==> config.mk <==
export PLATFORM = sky130hd
export DESIGN_NAME = fns_cac_encoder_seq
export DESIGN_NICKNAME = d
export VERILOG_FILES = /design/src/rtl/fns_cac_pkg.sv /design/src/rtl/fns_cac_encoder_seq_bit_step.sv /design/src/rtl/fns_cac_encoder_seq.sv
export SDC_FILE = /design/constraint.sdc
export NUM_CORES = 1
export LEC_CHECK = 0
export CAP_MARGIN = 20
export CORE_UTILIZATION = 30
export DETAILED_ROUTE_END_ITERATION = 6
export SYNTH_ARGS = -nofsm -noshare
export SYNTH_HDL_FRONTEND = slang
export SYNTH_SLANG_ARGS = --single-unit
export TNS_END_PERCENT = 5
==> constraint.sdc <==
create_clock -name clock -period 2.7 [get_ports clock]
set_input_delay 0.405 -clock clock [delete_from_list [all_inputs] [get_ports clock]]
set_output_delay 0.405 -clock clock [all_outputs]
set_load 0.03 [all_outputs]
==> src/rtl/fns_cac_pkg.sv <==
// Shared definitions for the Fibonacci-numeral-system crosstalk-avoidance encoders.
// Weight W[k] = F(k+1); legal input range for a CW-bit code is 0..F(CW+2)-1.
package fns_cac_pkg;

  typedef enum logic [1:0] {
    IDLE,
    ENC,
    DONE
  } fns_state_t;

  function automatic int unsigned fns_weight(input int unsigned k);
    int unsigned a;
    int unsigned b;
    int unsigned t;
    a = 1;
    b = 1;
    for (int unsigned i = 2; i <= k; i++) begin
      t = a + b;
      a = b;
      b = t;
    end
    return b;
  endfunction

  function automatic int unsigned fns_range(input int unsigned cw);
    return fns_weight(cw + 1);
  endfunction

endpackage

==> src/rtl/fns_cac_encoder_seq_bit_step.sv <==
// One FNS resolution step: decides code bit k from remainder r and weights W[k], W[k+1].
// Combinational, zero latency, no flow control.
module fns_bit_step #(
  parameter int DW = 6
) (
  input  logic [DW-1:0] r,
  input  logic [DW-1:0] w_k,
  input  logic [DW-1:0] w_k1,
  input  logic          bit_above,
  output logic          code_bit,
  output logic [DW-1:0] r_next
);

  // In the ambiguous band W[k] <= r < W[k+1] copying the bit above keeps the code FT-free.
  always_comb begin
    if (r >= w_k1) begin
      code_bit = 1'b1;
    end else if (r < w_k) begin
      code_bit = 1'b0;
    end else begin
      code_bit = bit_above;
    end
    r_next = code_bit ? (r - w_k) : r;
  end

endmodule

==> src/rtl/fns_cac_encoder_seq.sv <==
// Iterative FNS crosstalk-avoidance encoder, one code bit per cycle MSB first.
// Latency CW+1 cycles (1 for out-of-range input); holds output until out_ready, no overlap.
module fns_cac_encoder_seq
  import fns_cac_pkg::*;
#(
  parameter int CW = 7,
  parameter int DW = 6
) (
  input  logic          clock,
  input  logic          rst_n,
  input  logic [DW-1:0] in_data,
  input  logic          in_valid,
  output logic          in_ready,
  output logic [CW-1:0] out_code,
  output logic          out_err,
  output logic          out_valid,
  input  logic          out_ready
);

  localparam int          KW    = $clog2(CW + 1);
  localparam int unsigned RANGE = fns_range(CW);
  localparam logic [DW:0] RANGE_W = (DW + 1)'(RANGE);

  generate
    if ((CW < 3) || (CW > 24) || (DW > 31) || ((32'd1 << DW) < RANGE)) begin : g_bad_params
      $error("fns_cac_encoder_seq: CW must be 3..24 and 2**DW must be >= F(CW+2)");
    end
  endgenerate

  function automatic logic [CW:0][DW-1:0] build_wtab();
    logic [CW:0][DW-1:0] t;
    for (int i = 0; i <= CW; i++) begin
      t[i] = DW'(fns_weight(i));
    end
    return t;
  endfunction

  localparam logic [CW:0][DW-1:0] WTAB = build_wtab();

  fns_state_t    state_q, state_d;
  logic [DW-1:0] r_q, r_d;
  logic [KW-1:0] k_q, k_d;
  logic [CW-1:0] code_q, code_d;
  logic          err_q, err_d;
  logic          prev_q, prev_d;

  logic [KW-1:0] k_p1;
  logic          step_bit;
  logic [DW-1:0] step_r;

  assign k_p1 = k_q + KW'(1);

  fns_bit_step #(.DW(DW)) u_step (
    .r         (r_q),
    .w_k       (WTAB[k_q]),
    .w_k1      (WTAB[k_p1]),
    .bit_above (prev_q),
    .code_bit  (step_bit),
    .r_next    (step_r)
  );

  always_ff @(posedge clock or negedge rst_n) begin
    if (!rst_n) begin
      state_q <= IDLE;
      r_q     <= '0;
      k_q     <= '0;
      code_q  <= '0;
      err_q   <= 1'b0;
      prev_q  <= 1'b0;
    end else begin
      state_q <= state_d;
      r_q     <= r_d;
      k_q     <= k_d;
      code_q  <= code_d;
      err_q   <= err_d;
      prev_q  <= prev_d;
    end
  end

  always_comb begin
    state_d   = state_q;
    r_d       = r_q;
    k_d       = k_q;
    code_d    = code_q;
    err_d     = err_q;
    prev_d    = prev_q;
    in_ready  = 1'b0;
    out_valid = 1'b0;
    case (state_q)
      IDLE: begin
        in_ready = 1'b1;
        if (in_valid) begin
          r_d    = in_data;
          k_d    = KW'(CW - 1);
          code_d = '0;
          prev_d = 1'b0;
          if ({1'b0, in_data} >= RANGE_W) begin
            err_d   = 1'b1;
            state_d = DONE;
          end else begin
            err_d   = 1'b0;
            state_d = ENC;
          end
        end
      end
      ENC: begin
        r_d    = step_r;
        prev_d = step_bit;
        code_d = code_q | (CW'(step_bit) << k_q);
        if (k_q == '0) begin
          state_d = DONE;
        end else begin
          k_d = k_q - KW'(1);
        end
      end
      DONE: begin
        out_valid = 1'b1;
        if (out_ready) begin
          state_d = IDLE;
        end
      end
      default: state_d = IDLE;
    endcase
  end

  assign out_code = code_q;
  assign out_err  = err_q;

endmodule
## After elaboration in Yosys (flattened, before gate mapping)

Memories as Yosys holds them, arrays and structs flattened.
Index checks and enable logic that the tools add are counted.

- Eq/ne operators: 7
- Shift-type cells: 1
- Reduce and logical (&&, ||, !) cells: 8
- Magnitude comparators: 5
- Add/subtract/negate cells: 3
- Multiply operators: 0
- Bitwise gates (word level): 1
- Multiplexer cells: 22
- Divide/modulo/power cells: 0

Operators with widths:

| cell | number |
|---|---|
| 6-bit 2-to-1 mux | 4 |
| 7-bit one-hot mux with 2 select lines | 1 |
| 6-bit one-hot mux with 2 select lines | 1 |
| 2-bit != test (second input constant) | 5 |
| 3-bit AND reduction | 3 |
| 3-bit by 4-bit < comparator with 1-bit output (second input constant) | 2 |
| 2-bit 2-to-1 mux | 4 |
| 7-bit 2-to-1 mux | 1 |
| 7-bit OR | 1 |
| 1-bit by 3-bit left shift with 7-bit output | 1 |
| 6-bit greater-or-equal comparator | 1 |
| 6-bit greater-or-equal comparator (second input constant) | 1 |
| 6-bit < comparator | 1 |
| 1-bit 2-to-1 mux | 6 |
| 3-bit 2-to-1 mux | 2 |
| 2-bit one-hot mux with 3 select lines | 1 |
| 3-bit one-hot mux with 2 select lines | 1 |
| 6-bit subtractor | 1 |
| 2-bit AND reduction | 2 |
| 3-bit by 1-bit adder with 3-bit output (second input constant) | 1 |
| 3-bit logical NOT | 1 |
| 3-bit by 1-bit subtractor with 3-bit output (second input constant) | 1 |
| 2-bit by 1-bit == test with 1-bit output (second input constant) | 1 |
| 2-bit == test (second input constant) | 1 |
| 3 further kinds | 3 |

- Input port bits: 10
- Latch bits: 0
- Output and inout port bits: 10
- Register bits after elaboration: 20
- Logic and storage cells: 55
- Memories: 2
- Memory bits (writable): 0
- Bits in read-only memories: 96

Memory list:

| memory | depth | bits a word | read ports | clocked after Yosys merged registers in | write ports | RTL line | RTL |
|---|---|---|---|---|---|---|---|
| (no name shown) | 8 | 6 | 1 | 0 | 0 | fns_cac_encoder_seq.sv:56 | `.w_k1 (WTAB[k_p1]),` |
| (no name shown) | 8 | 6 | 1 | 0 | 0 | fns_cac_encoder_seq.sv:55 | `.w_k (WTAB[k_q]),` |

## Longest topological paths before layout

Gate-level depths: netlist of the first run.

- Depth in word-level cells: 8
- Depth in mapped cells: 12
- Gate-level depth less buffers: 11

## Modules after synthesis

A second synthesis of the first run with hierarchy kept.

- Cell total of the unflattened synthesis: 178
- Area total of the unflattened synthesis: 1679.1 µm²

Modules (own cells, without submodules):

| module | area an instance (µm²) | seq. area each (µm²) | times used | cells each |
|---|---|---|---|---|
| fns_cac_encoder_seq | 1159.9 | 500.5 | 1 | 112 |
| fns_bit_step | 519.2 | 0.0 | 1 | 66 |

## Worst setup path after synthesis of the first run

Ideal clock, no wire load.

- Path type: reg-to-reg
- Start point: reg k_q[0]
- End point: reg code_q[6], in the netlist out_code[6]
- Arrival time: 2.555 ns
- Clock period less this slack: 2.676 ns
- Stages on the path, launching flop included: 12
- Slack: 0.024 ns
- Cell sequence: dfrtp_1 -> clkbuf_1 -> inv_2 -> ha_1 -> xnor2_1 -> nand2_1 -> ha_1 -> a21o_1 -> a221oi_2 -> o211a_4 -> nor3_2 -> a32o_1

- Longest elaborated chain between the ends: 8

RTL lines:

| element | RTL line | RTL |
|---|---|---|
| start: declaration | fns_cac_encoder_seq.sv:42 | `logic [KW-1:0] k_q, k_d;` |
| start signal: assignment | fns_cac_encoder_seq.sv:73 | `k_q <= k_d;` |
| 3-bit by 1-bit adder with 3-bit output or memory read 8 x 6 bit (tied branches) | n/a |  |
| memory read 8 x 6 bit or 6-bit 2-to-1 mux (tied branches) | n/a |  |
| 6-bit 2-to-1 mux (implied by the code) or 6-bit < comparator (tied branches) | fns_cac_encoder_seq.sv:56, fns_cac_encoder_seq_bit_step.sv:18 |  |
| 6-bit greater-or-equal comparator or 1-bit 2-to-1 mux (tied branches) | fns_cac_encoder_seq_bit_step.sv:16, fns_cac_encoder_seq_bit_step.sv:18 |  |
| 1-bit 2-to-1 mux | fns_cac_encoder_seq_bit_step.sv:16 | `if (r >= w_k1) begin` |
| 1-bit by 3-bit left shift with 7-bit output (*) | fns_cac_encoder_seq.sv:109 | `code_d = code_q \| (CW'(step_bit) << k_q);` |
| 7-bit OR (*) | fns_cac_encoder_seq.sv:109 |  |
| 7-bit one-hot mux with 2 select lines (*) | fns_cac_encoder_seq.sv:89 | `case (state_q)` |
| end signal: assignment | fns_cac_encoder_seq.sv:74 | `code_q <= code_d;` |
| end: declaration | fns_cac_encoder_seq.sv:43 | `logic [CW-1:0] code_q, code_d;` |

Mark *: on every way between the ends. The rest lies on a longest branch, timed or not. The select of a mux whose other input is x is not followed.
A chain may end at the register's enable or synchronous reset.

## Worst setup path after layout of the first run

- Start point: reg k_q[1]
- End point: reg r_q[5]

- Longest elaborated chain between the ends: 7

RTL lines:

| element | RTL line | RTL |
|---|---|---|
| 3-bit by 1-bit adder with 3-bit output or memory read 8 x 6 bit (tied branches) | n/a |  |
| memory read 8 x 6 bit or 6-bit 2-to-1 mux (tied branches) | n/a |  |
| 6-bit 2-to-1 mux (implied by the code) or 6-bit < comparator (tied branches) | fns_cac_encoder_seq.sv:56, fns_cac_encoder_seq_bit_step.sv:18 |  |
| 6-bit greater-or-equal comparator or 1-bit 2-to-1 mux (tied branches) | fns_cac_encoder_seq_bit_step.sv:16, fns_cac_encoder_seq_bit_step.sv:18 |  |
| 1-bit 2-to-1 mux | fns_cac_encoder_seq_bit_step.sv:16 |  |
| 2-bit != test (no source line) | n/a |  |
| 3-bit AND reduction (no source line) | n/a |  |
| end signal: assignment | fns_cac_encoder_seq.sv:72 | `r_q <= r_d;` |
| end: declaration | fns_cac_encoder_seq.sv:41 | `logic [DW-1:0] r_q, r_d;` |

Parallel ways exist; a longest one is shown, timed or not. The select of a mux whose other input is x is not followed.

==> results of run 1 <==
## cells by family after synthesis
group	count (synthesis)	share of synthesized area, %
and+or+nand+nor	41	14.78
AOI/OAI and AO/OA	40	23.51
DFF	20	35.62
adders and majority gates	18	16.56
buffers and inverters	14	3.918
muxes	5	3.740
xor gates and xnor gates	3	1.870
## worst max-delay path, cell delays in order (launching register included)
cell,delay (ns)
dfrtp_2,0.46
inv_2,0.13
ha_4,0.23
xnor2_1,0.17
nand2_1,0.08
ha_1,0.30
a21o_1,0.20
a221oi_2,0.27
o211a_4,0.27
o21ai_2,0.10
o221a_1,0.28
## state kept, by name, indices dropped and copies added (netlist names)
name and flops:
k_q 3, out_code 7, out_err 1, prev_q 1, r_q 6, state_q 2
## per-layer routing
metal	vias up	track usage, %	routed length [µm]
li1	564	-	-
met1	590	20.72	1651
met2	41	24.44	1674
met3	6	4.473	195
met4	0	6.222	69
met5	-	0	0
## placed cells by master, fill, tap and decap left out, drive strengths merged, types with 2 or more instances in the layout
cell           count
o21ai              3
o22ai              3
clkdlybuf4s50     19
xnor2              2
ha                17
a22o               4
o31a               2
o221a              2
a21oi              7
nand2b             6
a32o               4
nor2b              4
buf                6
inv                9
nand2             13
or2                2
mux2               2
nor3               2
clkbuf             3
a21o               4
nand3              3
o32a               2
nor2               7
dfrtp             20
mux2i              3
## final timing paths
check,startpoint,to,slack [ns],depth (start not counted)
max in group asynchronous,rst_n,k_q[1]$_DFFE_PN0P_,1.99,2
worst min-delay path,rst_n,r_q[4]$_DFFE_PN0P_,0.48,2
worst min register to register,out_err$_DFFE_PN0P_,out_err$_DFFE_PN0P_,0.49,2
min in group clock,out_err$_DFFE_PN0P_,out_err$_DFFE_PN0P_,0.49,2
worst max-delay path,k_q[1]$_DFFE_PN0P_,r_q[5]$_DFFE_PN0P_,0.09,10
worst max register to register,k_q[1]$_DFFE_PN0P_,r_q[5]$_DFFE_PN0P_,0.09,10
## what timing repair did
action | CTS | global route
pin swaps | 0 | 2
gates resized for setup | 1 | 6
buffers inserted | 0 | 2
endpoints found under the setup margin | 8 | 14
## through the flow
stage / instance area (µm²) / cells / power, W / setup WS [ns] / setup TNS (ns)
after global routing: 1788 / 217 / 0.002932 / -0.01275 / -0.01275
final: 1788 / 217 / 0.002707 / 0.09481 / 0
after floorplan: 1405 / 141 / 0.001829 / 0.02353 / 0
after detailed placement: 1669 / 211 / 0.002278 / -0.01697 / -0.03093
after global placement: 1669 / 211 / 0.002229 / 0.06319 / 0
after CTS: 1742 / 215 / 0.002600 / 0.01035 / 0
## power breakdown
group	switching (W)	internal, W
clock network	0.000107	0.000198
registers	0.000146	0.000437
logic	0.000972	0.000847
total	0.00122	0.00148
## area by class of cell
class                      instances  area [µm²]  share of cell area [%]
clock inverter                     1       30.03                   1.680
multi-input combinational        107       880.8                   49.27
sequential                        20       501.7                   28.06
timing repair buffer              25       235.2                   13.16
clock buffer                       3       41.29                   2.309
tap                               52       65.06                   3.639
inverter                           9       33.78                   1.889
==> reports/summary.txt, run 1 <==
status: complete, no violations
kind of start point of the critical path: flip-flop
number of CTS-inserted buffers: 3
count of mapped cells out of synthesis: 141
worst hold slack: 0.4794 ns
Reg clk slew, reported paths: 0.07 ns
Die Y: 70.44 µm
Slew Limit Headroom: 60.68%
Final ANT Viol Nets: 0
Post-synth ARST share: 100.0%
Post-synth EDFFs: 0
Site Rows: 24
area of the die: 4961 µm²
Setup violations, final: 0
GRT Util Overall: 15.82%
DR iter-0 viols: 94
floorplan core area: 4414 µm²
total wire length: 3590 µm
vias in the first global route: 1224
DR vias: 1201
Mean Syn Cell Area: 9.965 µm²
Die X: 70.44 µm
top cell type's share of synthesized area: 35.62%
worst vdd ir: 0.4969 mV
Via-to-Cell Ratio: 5.535
initial antenna violation count: 0
largest net degree at the start of global routing: 21
Final Hold Viols: 0
CTS HTree Levels: 1
Tmin final: 2.605 ns
maxcap violations: 0
largest cells by area after synthesis: dfrtp_1 36%, ha_1 15%, nand2_1 3.5%
Cell Area, Synth: 1405 µm²
final core occ: 40.50%
Tcrit/Tclk final: 96.49%
WL/cell: 16.54 µm
Initial Util: 31.83%
Max Clk Rate: 383.8 MHz
RD Place Congestion: 0.8057
Synth Flop Type: dfrtp_1
GRT overflow: 0
Worst EP required: 2.85 ns
Crit. End Element: flip-flop
Clock Skew: 0.003878 ns
Initial DRT Pass Iterations: 4
Clock Path Buffers: 2
share of cells above drive strength 1: 15.15%
Ports: 20
n_diodes: 0
Final nets: 194
hpwl dp: 2666 µm
DRC violations left: 0
first-pass GRT wire length: 6106 µm
cell with the most instances after synthesis: dfrtp_1
CP max FO: 8
synth warn: 0
most instantiated cells after synthesis: 20 x dfrtp_1, 17 x ha_1, 13 x nand2_1
P&R area growth vs syn: 27.25%
count of input and output buffers: 19
#FFs+latches synth: 20
area leader, netlist: dfrtp_1
CP Class: reg2reg
PwrDens: 1514 nW/µm²
Root Buffer: clkbuf_8
Leakage: 0.7707 nW
Least-Margin Pin Slew: 0.5883 ns
final slew viol count: 0
CTS tree: done
Unique masters post-synth: 44
sequential area share after synthesis: 35.62%
Post-Syn Nets: 169
fill count: 443
hold_buf cts: 0
Arr. time, crit path: 2.76 ns
number of clock sinks: 20
Clock Latency Late Sink: 0.27 ns
worst hold path class: in2async
(Power assumes the default switching activity.)
==> run 2, diff against run 1 <==
--- a/config.mk
+++ b/config.mk
@@ -6,8 +6,9 @@
 export NUM_CORES = 1
 export LEC_CHECK = 0
 export CAP_MARGIN = 20
-export CORE_UTILIZATION = 30
+export CORE_UTILIZATION = 49
 export DETAILED_ROUTE_END_ITERATION = 6
+export PLACE_DENSITY = 0.76
 export SYNTH_ARGS = -nofsm -noshare
 export SYNTH_HDL_FRONTEND = slang
 export SYNTH_SLANG_ARGS = --single-unit
==> run 2 against run 1 <==
  * Die area decreased by 38%
  * Maximum frequency increased by 0.46%
  * First-iteration DRC count decreased by 72%
  * Critical path type unchanged
  * Utilization increased by 21 points
==> reports/summary.txt, run 2 (synthesized netlist as in run 1, its figures left out) <==
status: complete, no violations
Crit. End Element: flip-flop
Site Rows: 19
DR vias: 1163
count of input and output buffers: 19
most common cell after layout, fill and taps aside: dfrtp_1
Placed Instances: 190
GRT overflow: 0
Tcrit/Tclk final: 96.05%
Arr. time, crit path: 2.78 ns
Final nets: 194
number of stages on the worst hold path: 2
Tmin final: 2.593 ns
kind of start point of the critical path: flip-flop
CTS tree: done
WL/cell: 16.01 µm
Final ANT Viol Nets: 0
Via-to-Cell Ratio: 5.964
area of the die: 3086 µm²
n_diodes: 0
Worst R2R Path Depth: 11
most frequent cells in the layout: 20 x dfrtp_1, 19 x clkdlybuf4s50_1, 17 x ha_1, 13 x nand2_1
Final Hold Viols: 0
DP Area: 1643 µm²
Initial Util: 51.40%
CP max FO: 7
DR iter-0 viols: 26
floorplan core area: 2734 µm²
final slew viol count: 0
vias in the first global route: 1182
post-route insts no fill: 195
Worst EP required: 2.89 ns
Setup violations, final: 0
worst vdd ir: 0.9074 mV
Clock Skew: 0.009699 ns
Clock Path Buffers: 2
Least-Margin Pin Slew: 0.8614 ns
DRC violations left: 0
Reg clk slew, reported paths: 0.11 ns
largest net degree at the start of global routing: 21
share of cells above drive strength 1: 12.20%
worst hold path class: reg2reg
P&R area growth vs syn: 19.77%
GRT Util Overall: 22.16%
Max Clk Rate: 385.6 MHz
initial antenna violation count: 0
max FFs per register: 7
hold_buf cts: 0
total wire length: 3122 µm
first-pass GRT wire length: 5416 µm
number of CTS-inserted buffers: 3
Die Y: 55.55 µm
CP Class: reg2reg
hpwl dp: 2432 µm
Clock Latency Late Sink: 0.30 ns
setup TNS: 0 ns
number of clock sinks: 20
Ports: 20
Slew Limit Headroom: 42.40%
Design Area, Final: 1683 µm²
Initial DRT Pass Iterations: 4
Root Buffer: clkbuf_4
RD Place Congestion: 0.9001
CTS HTree Levels: 1
PwrDens: 1467 nW/µm²
maxcap violations: 0
Leakage: 0.7548 nW
Die X: 55.55 µm
[run 2: changes by cell type in the layout (fill, tap and decap cells not counted), sizes merged]
cell,delta
bufinv,-1
[run 2: worst max-delay path, stage by stage (launching register included)]
cell	delay, ns
dfrtp_1	0.41
buf_4	0.18
ha_1	0.23
mux2i_1	0.17
ha_1	0.17
inv_1	0.07
fa_2	0.36
a21o_1	0.19
nand4_1	0.11
o211a_4	0.23
nor2_2	0.09
a32o_1	0.28
[run 2: per-stage QoR]
stage	utilization (%)	hold WS, ns	worst slack [ns]	power [W]
after CTS	60.92	0.5057	0.05810	0.002417
after global routing	61.56	0.5144	-0.01884	0.002697
after detailed placement	60.09	0.4773	0.09259	0.002269
after floorplan	-	0.1094	0.02353	0.001829
after global placement	60.09	0.4644	0.1251	0.002226
final	61.56	0.4973	0.1067	0.002469
[run 2: what timing repair did]
item,in CTS,in global routing
setup buffers,0,2
resized for setup,0,2
setup endpoints to repair,0,8
[run 2: worst paths after layout]
kind	startpoint	endpoint	slack, ns
worst min-delay path	out_err$_DFFE_PN0P_	out_err$_DFFE_PN0P_	0.50
worst max-delay path	k_q[0]$_DFFE_PN0P_	out_code[3]$_DFFE_PN0P_	0.11
worst min register to register	out_err$_DFFE_PN0P_	out_err$_DFFE_PN0P_	0.50
min in group asynchronous	rst_n	r_q[3]$_DFFE_PN0P_	0.59
worst max register to register	k_q[0]$_DFFE_PN0P_	out_code[3]$_DFFE_PN0P_	0.11
max in group asynchronous	rst_n	out_code[2]$_DFFE_PN0P_	1.58
[run 2: routing by layer]
layer	vias to the layer above	global-route usage, %	wire [µm]
met2	27	37.18	1503
met1	567	29.77	1464
met4	0	5.714	29
li1	564	-	-
met5	-	0	0
met3	5	3.747	124
[run 2: area by class of cell]
type,instances,area [µm²]
Tap cell,31,38.79
Clock buffer,3,22.52
Sequential cell,20,500.5
Multi-Input combinational cell,107,852.1
Inverter,9,33.78
Timing Repair Buffer,25,235.2
Fill cell,224,1051
[run 2: report_power, final]
group          internal [W]  switching (W)  leakage, nW  total [W]
registers          0.000435       0.000129        0.245   0.000564
clock network     0.0000519      0.0000845       0.0138   0.000136
logic              0.000829       0.000940        0.496    0.00177
==> run 3, diff against run 2 <==
--- a/config.mk
+++ b/config.mk
@@ -12,4 +12,3 @@
 export SYNTH_ARGS = -nofsm -noshare
 export SYNTH_HDL_FRONTEND = slang
 export SYNTH_SLANG_ARGS = --single-unit
-export TNS_END_PERCENT = 5
==> results of run 3 <==
No change in the layout: final DEF, timing and power equal those of run 2.
